$ cat src/rtl/dpram_hs.sv
// dpram_hs: simple-dual-port RAM with valid/ready write and read-request ports,
// byte-write strobes and a registered read-response path with 2-entry buffering.
//
// Optional feature macro: DPRAM_PARITY_EN adds one even-parity bit per byte lane,
// the o_rperr output and the i_wperr_inj input.
//
// Ports:
//   i_clk, i_rst               clock (rising edge), asynchronous active-low reset
//   i_cs                       chip select; gates acceptance on both ports
//   i_wvalid/o_wready          write handshake; i_waddr, i_wdata, i_wstrb
//   i_rreq_valid/o_rreq_ready  read-request handshake; i_raddr
//   o_rvalid/i_rready          read-response handshake; o_rdata (+ o_rperr)
//
// Parameters: ADDR_WIDTH (depth = 2**ADDR_WIDTH), DATA_WIDTH (multiple of 8),
// RW_MODE same-edge same-address collision policy (0 read-first, 1 write-first).
module dpram_hs #(
  parameter int unsigned ADDR_WIDTH = 4,
  parameter int unsigned DATA_WIDTH = 32,
  parameter int unsigned RW_MODE    = 0
) (
  input  logic                    i_clk,
  input  logic                    i_rst,
  input  logic                    i_cs,
  input  logic                    i_wvalid,
  output logic                    o_wready,
  input  logic [ADDR_WIDTH-1:0]   i_waddr,
  input  logic [DATA_WIDTH-1:0]   i_wdata,
  input  logic [DATA_WIDTH/8-1:0] i_wstrb,
  input  logic                    i_rreq_valid,
  output logic                    o_rreq_ready,
  input  logic [ADDR_WIDTH-1:0]   i_raddr,
  output logic                    o_rvalid,
  input  logic                    i_rready,
  output logic [DATA_WIDTH-1:0]   o_rdata
`ifdef DPRAM_PARITY_EN
  ,
  output logic [DATA_WIDTH/8-1:0] o_rperr,
  input  logic                    i_wperr_inj
`endif
);

  localparam int unsigned NB    = DATA_WIDTH / 8;
  localparam int unsigned Depth = 1 << ADDR_WIDTH;
`ifdef DPRAM_PARITY_EN
  // Response entries carry {perr, data}.
  localparam int unsigned EW = DATA_WIDTH + NB;
`else
  localparam int unsigned EW = DATA_WIDTH;
`endif

  logic [DATA_WIDTH-1:0] mem [Depth];

  logic          wr_acc, rd_acc, pop;
  logic [1:0]    cnt_q;
  logic [1:0]    occ;
  logic          pend_q;
  logic [EW-1:0] pend_data_q;
  logic [EW-1:0] e0_q, e1_q;
  logic [DATA_WIDTH-1:0] rd_word;
  logic [EW-1:0] rd_entry;
  logic          collide;

  assign o_wready     = i_rst & i_cs;
  assign o_rvalid     = (cnt_q != 2'd0);
  assign pop          = o_rvalid & i_rready;
  // Everything accepted but not yet popped: buffered entries plus the pending read.
  assign occ          = cnt_q + {1'b0, pend_q};
  assign o_rreq_ready = i_rst & i_cs & ((occ < 2'd2) | pop);
  assign wr_acc       = i_wvalid & o_wready;
  assign rd_acc       = i_rreq_valid & o_rreq_ready;
  assign collide      = (RW_MODE == 1) && wr_acc && (i_waddr == i_raddr);

  always_comb begin
    rd_word = mem[i_raddr];
    if (collide) begin
      for (int unsigned k = 0; k < NB; k++) begin
        if (i_wstrb[k]) rd_word[8*k +: 8] = i_wdata[8*k +: 8];
      end
    end
  end

  always_ff @(posedge i_clk) begin
    if (wr_acc) begin
      for (int unsigned k = 0; k < NB; k++) begin
        if (i_wstrb[k]) mem[i_waddr][8*k +: 8] <= i_wdata[8*k +: 8];
      end
    end
  end

`ifdef DPRAM_PARITY_EN
  logic [NB-1:0] par_mem [Depth];
  logic [NB-1:0] rd_par;
  logic [NB-1:0] rd_perr;

  always_ff @(posedge i_clk) begin
    if (wr_acc) begin
      for (int unsigned k = 0; k < NB; k++) begin
        if (i_wstrb[k]) par_mem[i_waddr][k] <= (^i_wdata[8*k +: 8]) ^ i_wperr_inj;
      end
    end
  end

  always_comb begin
    rd_par = par_mem[i_raddr];
    if (collide) begin
      for (int unsigned k = 0; k < NB; k++) begin
        if (i_wstrb[k]) rd_par[k] = (^i_wdata[8*k +: 8]) ^ i_wperr_inj;
      end
    end
    for (int unsigned k = 0; k < NB; k++) begin
      rd_perr[k] = rd_par[k] ^ (^rd_word[8*k +: 8]);
    end
  end

  assign rd_entry = {rd_perr, rd_word};
  assign o_rperr  = e0_q[EW-1:DATA_WIDTH];
`else
  assign rd_entry = rd_word;
`endif

  assign o_rdata = e0_q[DATA_WIDTH-1:0];

  // e0_q is the FIFO head, e1_q the second entry.
  always_ff @(posedge i_clk or negedge i_rst) begin
    if (!i_rst) begin
      cnt_q       <= 2'd0;
      pend_q      <= 1'b0;
      pend_data_q <= '0;
      e0_q        <= '0;
      e1_q        <= '0;
    end else begin
      pend_q <= rd_acc;
      if (rd_acc) pend_data_q <= rd_entry;
      unique case ({pend_q, pop})
        2'b11: begin
          if (cnt_q == 2'd2) begin
            e0_q <= e1_q;
            e1_q <= pend_data_q;
          end else begin
            e0_q <= pend_data_q;
          end
        end
        2'b01: begin
          e0_q  <= e1_q;
          cnt_q <= cnt_q - 2'd1;
        end
        2'b10: begin
          if (cnt_q == 2'd0) e0_q <= pend_data_q;
          else               e1_q <= pend_data_q;
          cnt_q <= cnt_q + 2'd1;
        end
        default: ;
      endcase
    end
  end

endmodule

$ cat config.mk
export PLATFORM = sky130hd
export DESIGN_NAME = dpram_hs
export DESIGN_NICKNAME = d
export VERILOG_FILES = /design/src/rtl/dpram_hs.sv
export SDC_FILE = /design/constraint.sdc
export NUM_CORES = 1
export LEC_CHECK = 0
export ABC_AREA = 0
export ABC_CLOCK_PERIOD_IN_PS = 6200
export BUFFER_PORTS_ARGS = -buffer_cell sky130_fd_sc_hd__buf_2
export CORE_AREA = 2 2 197 199
export CTS_CLUSTER_DIAMETER = 60
export DETAILED_ROUTE_END_ITERATION = 8
export DIE_AREA = 0 0 199 201
export PLACE_DENSITY = 0.94
export SYNTH_ARGS = -nofsm -noshare
export SYNTH_HDL_FRONTEND = slang
export SYNTH_SLANG_ARGS = --single-unit
$ cat constraint.sdc
create_clock -name i_clk -period 6.2 [get_ports i_clk]
set_input_delay 1.24 -clock i_clk [delete_from_list [all_inputs] [get_ports i_clk]]
set_output_delay 1.24 -clock i_clk [all_outputs]
set_load 0.03 [all_outputs]
Word-level counts from Yosys, hierarchy flattened
Memories as Yosys holds them, arrays and structs flattened. A register that Yosys moved wholly into a read port is not among the register bits.
Index checks and enable logic that the tools add are counted.
- memories: 1
- register bits: 67
- memory bits (writable): 512
- word-level logic and storage cells: 49
- bitwise gates (word level): 6
- $lt $le $gt $ge: 1
- equal/unequal tests: 7
- multiplexer cells: 19
- reduce and logical (&&, ||, !) cells: 8
- add/sub/neg operators: 3
- memories (memory ; words ; bits a word ; rd ports ; clocked after Yosys merged registers in ; write ports ; RTL line ; RTL):
    mem ; 16 ; 32 ; 1 ; 1 ; 1 ; 51 ; logic [DATA_WIDTH-1:0] mem [Depth];
- operator list (cell ; count):
    2-to-1 mux 32 bit ; 4
    one-hot mux 32 bit (3 select lines) ; 1
    one-hot mux 32 bit (2 select lines) ; 1
    2-to-1 mux 1 bit ; 12
    equality test 2 bit (second input constant) ; 3
    != test 2 bit (second input constant) ; 3
    nonzero test 2 bit ; 3
    bitwise AND 1 bit ; 5
    one-hot mux 2 bit (2 select lines) ; 1
    AND reduction 3 bit ; 1
    nonzero test 3 bit ; 1
    adder 2 x 1 -> 2 bit ; 1
    adder 2 x 1 -> 2 bit (second input constant) ; 1
    equality test 2 x 1 -> 1 bit (second input constant) ; 1
    logical NOT 2 bit ; 1
    less-than comparator 2 bit (second input constant) ; 1
    AND reduction 2 bit ; 1
    subtractor 2 x 1 -> 2 bit (second input constant) ; 1
    logical NOT 1 bit ; 1
    bitwise OR 1 bit ; 1

Depth between registers and ports, before layout
Gate-level depths: netlist (run 1).
- word-level depth: 5
- gate-level depth with buffers: 10

Worst setup path before layout (run 1)
OpenSTA, ideal clock, no wires.
- kind: input to output
- start point: in i_rready
- end point: out o_rreq_ready
- required time: 4.960 ns
- data arrival time: 2.231 ns
- cell stages on the path: 2
- slack: 2.729 ns
- cells stage by stage: and4bb_1 -> a211oi_1
- longest elaborated chain between the ends: 3
- RTL lines (element ; RTL line ; RTL):
    from (decl) ; 33 ; input logic i_rready,
    bitwise AND 1 bit ; 65 ; assign pop = o_rvalid & i_rready;
    bitwise OR 1 bit ; 68 ; assign o_rreq_ready = i_rst & i_cs & ((occ < 2'd2) | pop);
    bitwise AND 1 bit ; 68 ;
    to (decl) ; 30 ; output logic o_rreq_ready,
No other way between the ends.

Worst setup path after layout (run 1)
- start point: in i_rst
- end point: out o_rreq_ready
- longest elaborated chain between the ends: 2
- RTL lines (element ; RTL line ; RTL):
    from (decl) ; 22 ; input logic i_rst,
    bitwise AND 1 bit (2 in series) ; 68 ;
No other way between the ends.

==> flow_summary.toml, run 1 <==
[clock_tree]
numCtsBuffers = 57
holdBufCountCts = 0
clk_path_buf_depth = 3
cts.sinks = 611
insertion_delay_ns = 0.61
clk_pin_slew_worst_paths_ns = 0.06
htree_levels = 2
cts_resized = 0
post_cts_buffers = 0
cts_tree = "done"
root_buffer = "clkbuf_16"

[cells_and_area]
area_growth_pct = 10.4
fillerInstances = 2143
fin_util_pct = 70.4
fin_cells = 1903
multi_input_area_um2 = 5970
nets = 1389
ff_latch_area_um2 = 17900
drive_above_1_share_pct = 27.1

[min_path]
hold_path_class = "reg2reg"
hold_path_depth = 1
hold_end = "o_rdata[2]$_DFFE_PN0P_"
min_from = "o_rdata[2]$_DFFE_PN0P_"

[job]
maxCapViolCount = 0

[drt]
dr_total_vias = 13000
drc = 0
first_pass_iters = 5
dr.first_iter.drc_count = 1405
ant_nets = 0
vias_per_cell = 6.81
wire_per_inst_um = 29.5
route.final.wire_length_mm = 56.1

[global_route]
grt_max_degree = 81
track_usage_pct = 29.3
antenna_found_initial = 4
grt_pass1_wl_mm = 85.2
grt_remaining_overflow = 0
grt_pass1_vias = 13300

[place]
hpwl_mm = 34.5
gp_congestion = 0.795
dp_cells = 1795
port_buffers = 84

[logic_synthesis]
synth_seq_area_share_pct = 73.4
syn_area_um2 = 24300
synth-edff-count = 512
avgSynthCellArea_um2 = 19.2
async_flop_share_pct = 16.2
yosys_warnings = 0
ys.flop_type = "edfxtp_1"
synth.ff_latch_count = 611
synth.distinct_cells = 36
synth_cells = 1264
synth_fp_nets = 1317

[die]
ioPinCount = 85
coreArea_um2 = 38100
die_area_um2 = 40000
die_h_um = 201
start_util_pct = 63.8
rows = 72
die_x_um = 199

[timing]
skew_ns = 0.0147
period_minus_slack_ns = 3.54
relSlewSlack_pct = 14.1
fin_crit_sh_pct = 57.2
slew_violations = 0
fmaxAchievable_ghz = 0.282
hold_ws_ns = 0.469
setup_tns_ns = 0
tightest_slew_ns = 1.29
hold_viol = 0
rsz0062_at_grt = "no"
finalSetupViolCount = 0

[worst_setup_path]
r2r_cells = 5
critPathKind = "in2out"
worstSetupStartpointType = "input port"
rr_startpoint = "cnt_q[0]$_DFFE_PN0N_"
cp.required_ns = 4.96
reg2reg_slack_ns = 3.41
worstReg2RegEnd = "o_rdata[8]$_DFFE_PN0P_"
arrival_ns = 2.30
worstSetupEndpointType = "primary output"
path_max_fanout = 45

[power]
swShare_pct = 27.3
powerDensity_nw_per_um2 = 372
clkPwrFrac_pct = 33.9
combPwrFrac_pct = 15.2
p_leak_nw = 9.09
seqPwrFrac_pct = 50.8
peakVddDrop_mv = 0.285
p_int_mw = 7.26
power_switching_mw = 2.72

[run_status]
outcome = "finished, final reports clean"
layer usage:
layer	wire, µm	GRT usage [%]	up-vias	part of all wire (%)
met3	6120	8.00	143	11
met2	28500	48.0	843	51
li1	-	-	5304	-
met4	1690	8.50	4	3.0
met1	19700	39.0	6671	35
met5	27	0	-	0.048
worst max-delay path: stages:
cell	delay (ns)
buf_4	0.44
nand2_1	0.16
a211oi_1	0.21
buf_2	0.24
cell usage in the layout, fill, tap and decap left out, types with 4 or more instances in the layout:
cell | Yosys | layout
mux2_2 | 31 | 31
buf_2 | 21 | 81
dfrtp_1 | 99 | 99
edfxtp_1 | 512 | 512
inv_1 | 4 | 4
clkinv_1 | 0 | 11
a221oi_2 | 30 | 30
clkbuf_1 | 37 | 15
a311oi_1 | 31 | 31
mux2i_1 | 32 | 32
a221oi_1 | 33 | 33
nand3_1 | 7 | 7
clkinvlp_4 | 0 | 5
mux4_2 | 128 | 128
clkinv_2 | 0 | 9
buf_4 | 12 | 16
nor2_1 | 101 | 101
bufinv_16 | 0 | 4
nand2_1 | 78 | 78
o22ai_1 | 32 | 32
a21o_1 | 31 | 31
clkbuf_16 | 0 | 58
nor2b_1 | 6 | 5
sequential cells by signal, indices dropped and copies added (netlist names):
name / count
pend_data_q: 32
pend_q: 1
e1_q: 32
o_rdata: 32
mem: 512
cnt_q: 2
cell usage after synthesis (3+ instances only):
cell type    n  share of area, %
mux2_2      31               1.4
buf_2       21              0.43
mux2i_1     32               1.3
nand2_1     78               1.2
a221oi_1    33               1.2
nor2b_1      6              0.15
dfrtp_1     99                10
nand3_1      7              0.14
buf_6       14              0.65
a21o_1      31              0.96
clkbuf_1    37              0.57
edfxtp_1   512                63
a221oi_2    30               1.9
a311oi_1    31               1.1
nor2_1     101               1.6
buf_4       12              0.37
ha_1         3              0.15
mux4_2     128                12
o22ai_1     32              0.82
inv_1        4             0.062
worst max path at each step:
stage,endpoint,from,cells past startpoint
global route,o_rreq_ready,i_rst,4
global placement,mem[7][20]$_DFFE_PP_,i_rst,4
CTS,o_rreq_ready,i_rst,4
finish,o_rreq_ready,i_rst,4
detailed placement,mem[3][17]$_DFFE_PP_,i_rst,4
floorplan,o_rreq_ready,i_rready,2
cell type report:
| class | count | share of cell area, % |
|---|---|---|
| timing repair buffer | 98 | 2.01 |
| antenna | 1 | 0.00932 |
| tap | 518 | 2.41 |
| clock buffer | 75 | 5.72 |
| sequential | 611 | 66.5 |
| multi-input combinational | 564 | 22.3 |
| inverter | 4 | 0.0559 |
| clock inverter | 32 | 1.02 |
metrics by stage:
stage               area [µm²]  power (mW)  setup WS, ns
floorplan                24300        6.15          2.73
global placement         25000        6.55          2.52
detailed placement       25000        6.64          2.34
CTS                      26800        9.99          2.61
global route             26800        10.3          2.53
finish                   26800        9.99          2.66
logic make-up after synthesis:
group	share of synthesized area [%]
AOI/OAI and AO/OA	6.25
xor gates and xnor gates	0.108
adders and majority gates	0.154
buffers and inverters	2.10
DFF	73.4
muxes	14.7
and+or+nand+nor	3.27
power groups by stage:
stage,clock (mW),sequential [mW],combinational (mW)
detailed placement,0,5.14,1.50
global placement,0,5.11,1.44
floorplan,0,5.22,0.932
global route,3.56,5.11,1.65
finish,3.39,5.08,1.52
CTS,3.40,5.06,1.52
No activity file was read; power rests on OpenSTA's default activity.
==> run 2, diff against run 1 <==
ABC_CLOCK_PERIOD_IN_PS = 3400   (was 6200)
CORE_AREA = 2 2 202 204   (was 2 2 197 199)
DIE_AREA = 0 0 204 206   (was 0 0 199 201)
PLACE_DENSITY = 0.91   (was 0.94)
clock period = 3.4 ns   (was 6.2 ns; I/O delays follow)
==> run 2 against run 1 <==
Against the previous run: die area is 5.1% higher; first-iteration DRC count is 28% higher; sequential share of layout area is 1.4 points lower; routed wire length is 7.7% higher; via count is 4.9% higher; total power is 88% higher; sequential power is 82% higher; hold slack worse by 0.33 ns; sequential cell count stayed put; core utilization is 2.2 points lower; non-clock buffer count is 42 higher; final cell count is 2.9% higher; critical path type is now reg2out; highest routed layer unchanged.
==> flow_summary.toml, run 2 (synthesized netlist as in run 1, its figures left out) <==
[run_status]
outcome = "finished, final reports clean"

[drt]
first_pass_iters = 9
ant_nets = 0
route.final.wire_length_mm = 60.4
vias_per_cell = 6.94
wire_per_inst_um = 30.8
dr_total_vias = 13600
dr.first_iter.drc_count = 1794
drc = 0

[place]
gp_congestion = 0.849
hpwl_mm = 36.4
dpl_worst_slack_ns = 0.690
port_buffers = 84

[global_route]
grt_remaining_overflow = 0
grt_max_degree = 66
grt_pass1_wl_mm = 89.7
grt_pass1_vias = 13600
track_usage_pct = 29.5
antenna_found_initial = 5

[die]
die_h_um = 206
die_area_um2 = 42000
die_x_um = 204
coreArea_um2 = 40200
rows = 74
start_util_pct = 60.5
ioPinCount = 85

[clock_tree]
post_cts_buffers = 0
cts_tree = "done"
numCtsBuffers = 57
insertion_delay_ns = 0.61
htree_levels = 2
holdBufCountCts = 0
cts_resized = 0
clk_pin_slew_worst_paths_ns = 0.06
root_buffer = "clkbuf_16"
cts.sinks = 611
clk_path_buf_depth = 3

[worst_setup_path]
reg2reg_slack_ns = 0.88
worstSetupStartpointType = "register"
worstSetupEndpointType = "primary output"
rr_startpoint = "cnt_q[0]$_DFFE_PN0N_"
cp_slowest_cell = "dfrtp_1"
cpPeakStageDelay_ns = 0.53
critPathKind = "reg2out"
critPathBufInv = 1
r2r_cells = 5
path_cells = "and4bb_1 > a211oi_1 > buf_2"
arrival_ns = 1.95
worstReg2RegEnd = "pend_data_q[5]$_DFFE_PN0P_"
crit_family = "flip-flops"
path_max_fanout = 9
cp.required_ns = 2.72

[cells_and_area]
layout_common_cells = "edfxtp_1 (512), mux4_2 (128), nor2_1 (101)"
layout_commonest_cell = "edfxtp_1"
largest_reg_flops = 512
fin_util_pct = 68.2
area_growth_pct = 12.7
regMostFlops = "mem"
drive_above_1_share_pct = 29.9
nets = 1431

[timing]
setup_slack_ns = 0.767
tightest_slew_ns = 0.976
hold_ws_ns = 0.144
fin_crit_sh_pct = 77.4
skew_ns = 0.0134
setup_tns_ns = 0
hold_viol = 0
relSlewSlack_pct = 34.7
period_minus_slack_ns = 2.63
finalSetupViolCount = 0
slew_violations = 0
fmaxAchievable_ghz = 0.380
rsz0062_at_grt = "no"

[job]
maxCapViolCount = 0

[power]
powerDensity_nw_per_um2 = 684
p_leak_nw = 9.43
peakVddDrop_mv = 0.708

[min_path]
hold_path_class = "in2async"
run 2: cell types whose count changed in the layout (fill, tap and decap cells not counted), sizes merged:
| cell | previous run | this run |
|---|---|---|
| inv | 4 | 5 |
| clkbuf | 76 | 65 |
| buf | 97 | 139 |
| bufinv | 4 | 10 |
| clkinv | 22 | 26 |
run 2: area by class of cell:
class                      count  area [µm²]
tap                          532         666
sequential                   611       17900
timing repair buffer         140         930
fill                        2408       12800
multi-input combinational    564        5970
antenna                        1        2.50
clock inverter                43         473
inverter                       4        15.0
clock buffer                  64        1500
run 2: routing by layer:
metal / global-route usage (%) / wire length (µm)
met3: 6.65 / 7420
met1: 40.7 / 21500
met5: 0 / 22
met4: 9.60 / 2160
met2: 47.7 / 29300
run 2: worst max path at each step:
stage | endpoint | slack [ns] | cells after the start | from
3_3_place_gp | mem[11][18]$_DFFE_PP_ | 0.78 | 4 | i_rst
6_report | o_rreq_ready | 0.77 | 3 | cnt_q[0]$_DFFE_PN0N_
4_1_cts | o_rreq_ready | 0.78 | 3 | cnt_q[0]$_DFFE_PN0N_
3_5_place_dp | mem[11][21]$_DFFE_PP_ | 0.69 | 4 | i_rst
5_1_grt | o_rreq_ready | 0.73 | 3 | cnt_q[0]$_DFFE_PN0N_
2_1_floorplan | o_rreq_ready | 1.05 | 2 | i_rready
run 2: per-stage QoR:
| stage | cell area, µm² | total power [mW] | std cells |
|---|---|---|---|
| after floorplan | 24300 | 11.2 | 1264 |
| after CTS | 27400 | 18.7 | 1958 |
| final | 27400 | 18.7 | 1959 |
| after global routing | 27400 | 19.3 | 1959 |
| after global placement | 25400 | 12.0 | 1851 |
| after detailed placement | 25400 | 12.1 | 1851 |
run 2: power breakdown:
part	switching (mW)	leakage (nW)	internal (mW)
Sequential	0.570	5.75	8.68
Clock	2.74	0.953	3.92
Combinational	1.72	2.72	1.10
Total	5.04	9.43	13.7
==> run 3, diff against run 2 <==
ABC_AREA = 1   (was 0)
ABC_CLOCK_PERIOD_IN_PS = 2380   (was 3400)
CORE_AREA = 2 2 217 219   (was 2 2 202 204)
DIE_AREA = 0 0 219 221   (was 0 0 204 206)
PLACE_DENSITY = 0.88   (was 0.91)
clock period = 2.38 ns   (was 3.4 ns; I/O delays follow)
==> run 3 against run 2 <==
Against the previous run: global-route usage shrank 4.1 points; design area grew 3.8%; sequential share of layout area shrank 2.4 points; critical path type is now in2reg; non-clock buffer count grew 39; final cell count grew 58%.
==> flow_summary.toml, run 3 <==
[place]
gp_congestion = 0.862
port_buffers = 84
hpwl_mm = 36.8

[logic_synthesis]
synth_cells = 2363
syn_area_um2 = 25600
synth_commonest_cells = "nand2_1 (890), edfxtp_1 (512), nand3_1 (384), nor2_1 (104), dfrtp_1 (99)"
synth_top_area_share_pct = 60.0
async_flop_share_pct = 16.2
ys.flop_type = "edfxtp_1"
synth.ff_latch_count = 611
yosysTopAreaCell = "edfxtp_1"
avgSynthCellArea_um2 = 10.8
synth-edff-count = 512
synth.area.top_cells = "edfxtp_1 (60%), nand2_1 (13%), dfrtp_1 (9.7%), nand3_1 (7.5%), o21ai_0 (1.9%)"
synth.most_common_cell = "nand2_1"
yosys_warnings = 0
synth.distinct_cells = 25
synth_fp_nets = 2416
synth_seq_area_share_pct = 69.7

[run_status]
outcome = "finished, final reports clean"

[global_route]
track_usage_pct = 25.4
antenna_found_initial = 3
grt_remaining_overflow = 0
grt_max_degree = 110
grt_pass1_wl_mm = 95.3
grt_pass1_vias = 17600

[die]
coreArea_um2 = 46100
die_area_um2 = 48400
rows = 79
ioPinCount = 85
die_x_um = 219
die_h_um = 221
start_util_pct = 55.6

[power]
powerDensity_nw_per_um2 = 886
p_int_mw = 18.1
combPwrFrac_pct = 15.9
clkPwrFrac_pct = 33.5
p_leak_nw = 11.0
power_switching_mw = 7.08
p_total_mw = 25.2
seqPwrFrac_pct = 50.6
swShare_pct = 28.1
peakVddDrop_mv = 0.774

[worst_setup_path]
path_max_fanout = 16
worstSetupEndpointType = "register"
cp.required_ns = 2.69
reg2reg_slack_ns = 0.16
arrival_ns = 2.56
critPathKind = "in2reg"
worstSetupStartpointType = "input port"

[drt]
wire_per_inst_um = 19.8
route.final.wire_length_mm = 61.5
first_pass_iters = 7
ant_nets = 0
dr.first_iter.drc_count = 2805
drc = 0
dr_total_vias = 18200
vias_per_cell = 5.87

[cells_and_area]
layout_commonest_cell = "nand2_1"
fillerInstances = 3326
layout_common_cells = "nand2_1 (889), edfxtp_1 (512), nand3_1 (384)"
regMostFlops = "mem"
nets = 2507
drive_above_1_share_pct = 10.7
fin_util_pct = 61.8
largest_reg_flops = 512
area_growth_pct = 11.1

[timing]
skew_ns = 0.0317
finalSetupViolCount = 0
slew_violations = 0
hold_viol = 0
tightest_slew_ns = 0.918
hold_ws_ns = 0.226
relSlewSlack_pct = 38.7
setup_tns_ns = 0
rsz0062_at_grt = "no"
fmaxAchievable_ghz = 0.444
fin_crit_sh_pct = 94.7
period_minus_slack_ns = 2.25

[clock_tree]
numCtsBuffers = 56
insertion_delay_ns = 0.62
cts_tree = "done"
root_buffer = "clkbuf_16"
cts.sinks = 611
clk_pin_slew_worst_paths_ns = 0.06
htree_levels = 2
clk_path_buf_depth = 3

[min_path]
hold_path_class = "in2reg"

[job]
maxCapViolCount = 0
-- run 3: routing by layer --
layer / vias to the layer above / wire [µm] / global-route usage (%)
li1: 8247 / - / -
met1: 8581 / 22700 / 33.7
met2: 1218 / 29700 / 41.5
met3: 189 / 6970 / 4.98
met4: 0 / 2170 / 10.0
met5: - / 0 / 0
-- run 3: worst max-delay path, stage by stage --
cell	delay, ns
dlygate4sd3_1	0.52
buf_4	0.11
nand2_1	0.06
nor2_1	0.35
buf_4	0.24
nand2_1	0.31
nor2_1	0.26
buf_4	0.23
-- run 3: through the flow --
step           setup slack (ns)  instances  instance area (µm²)
2_1_floorplan             0.525       2363                25600
3_3_place_gp              0.154       3002                26700
3_5_place_dp             0.0172       3002                26700
4_1_cts                  0.0816       3101                28400
5_1_grt                  0.0228       3101                28400
6_report                  0.126       3105                28400
-- run 3: power groups by stage --
stage | clock (mW) | combinational (mW) | sequential (mW)
after global routing | 8.90 | 4.43 | 12.8
final | 8.43 | 4.02 | 12.8
after global placement | 0 | 3.77 | 12.9
after floorplan | 0 | 2.26 | 13.4
after CTS | 8.49 | 3.99 | 12.8
after detailed placement | 0 | 3.93 | 13.0
-- run 3: path summary, 6_finish.rpt --
check,from,endpoint,cells past startpoint
setup / recovery,i_rst,mem[8][23]$_DFFE_PP_,8
hold / removal,i_rreq_valid,pend_q$_DFF_PN0_,3
setup reg to reg,cnt_q[0]$_DFFE_PN0N_,o_rdata[22]$_DFFE_PN0P_,8
hold reg to reg,pend_data_q[24]$_DFFE_PN0P_,pend_data_q[24]$_DFFE_PN0P_,2
max in group asynchronous,i_rst,pend_data_q[22]$_DFFE_PN0P_,4
min in group asynchronous,i_rst,pend_q$_DFF_PN0_,3
-- run 3: what timing repair did --
action	CTS	global route
setup endpoints to repair	0	8
setup buffers	0	0
hold buffers	1	0
resized for setup	0	1
hold endpoints to repair	31	0
-- run 3: final cells by class --
| type | instances | area (µm²) | area share (%) |
|---|---|---|---|
| diodes | 4 | 10.0 | 0.0352 |
| clock buffers | 72 | 1500 | 5.28 |
| clock inverters | 26 | 190 | 0.669 |
| inverters | 54 | 210 | 0.739 |
| multi-input cells | 1552 | 6630 | 23.3 |
| flip-flops and latches | 611 | 17900 | 62.8 |
| well taps | 607 | 759 | 2.67 |
| repair buffers | 179 | 1300 | 4.56 |
-- run 3: logic make-up (layout without fill, tap and decap cells) --
logic type      after synthesis  after routing  share of synthesized area, %
flops                       611            611                          69.7
other cells                   0              4                             0
fa+ha+maj                     3              3                         0.147
xor+xnor                      2              2                        0.0684
simple gates               1380           1380                          22.1
buf+inv                     200            331                          4.47
compound gates              167            167                          3.48
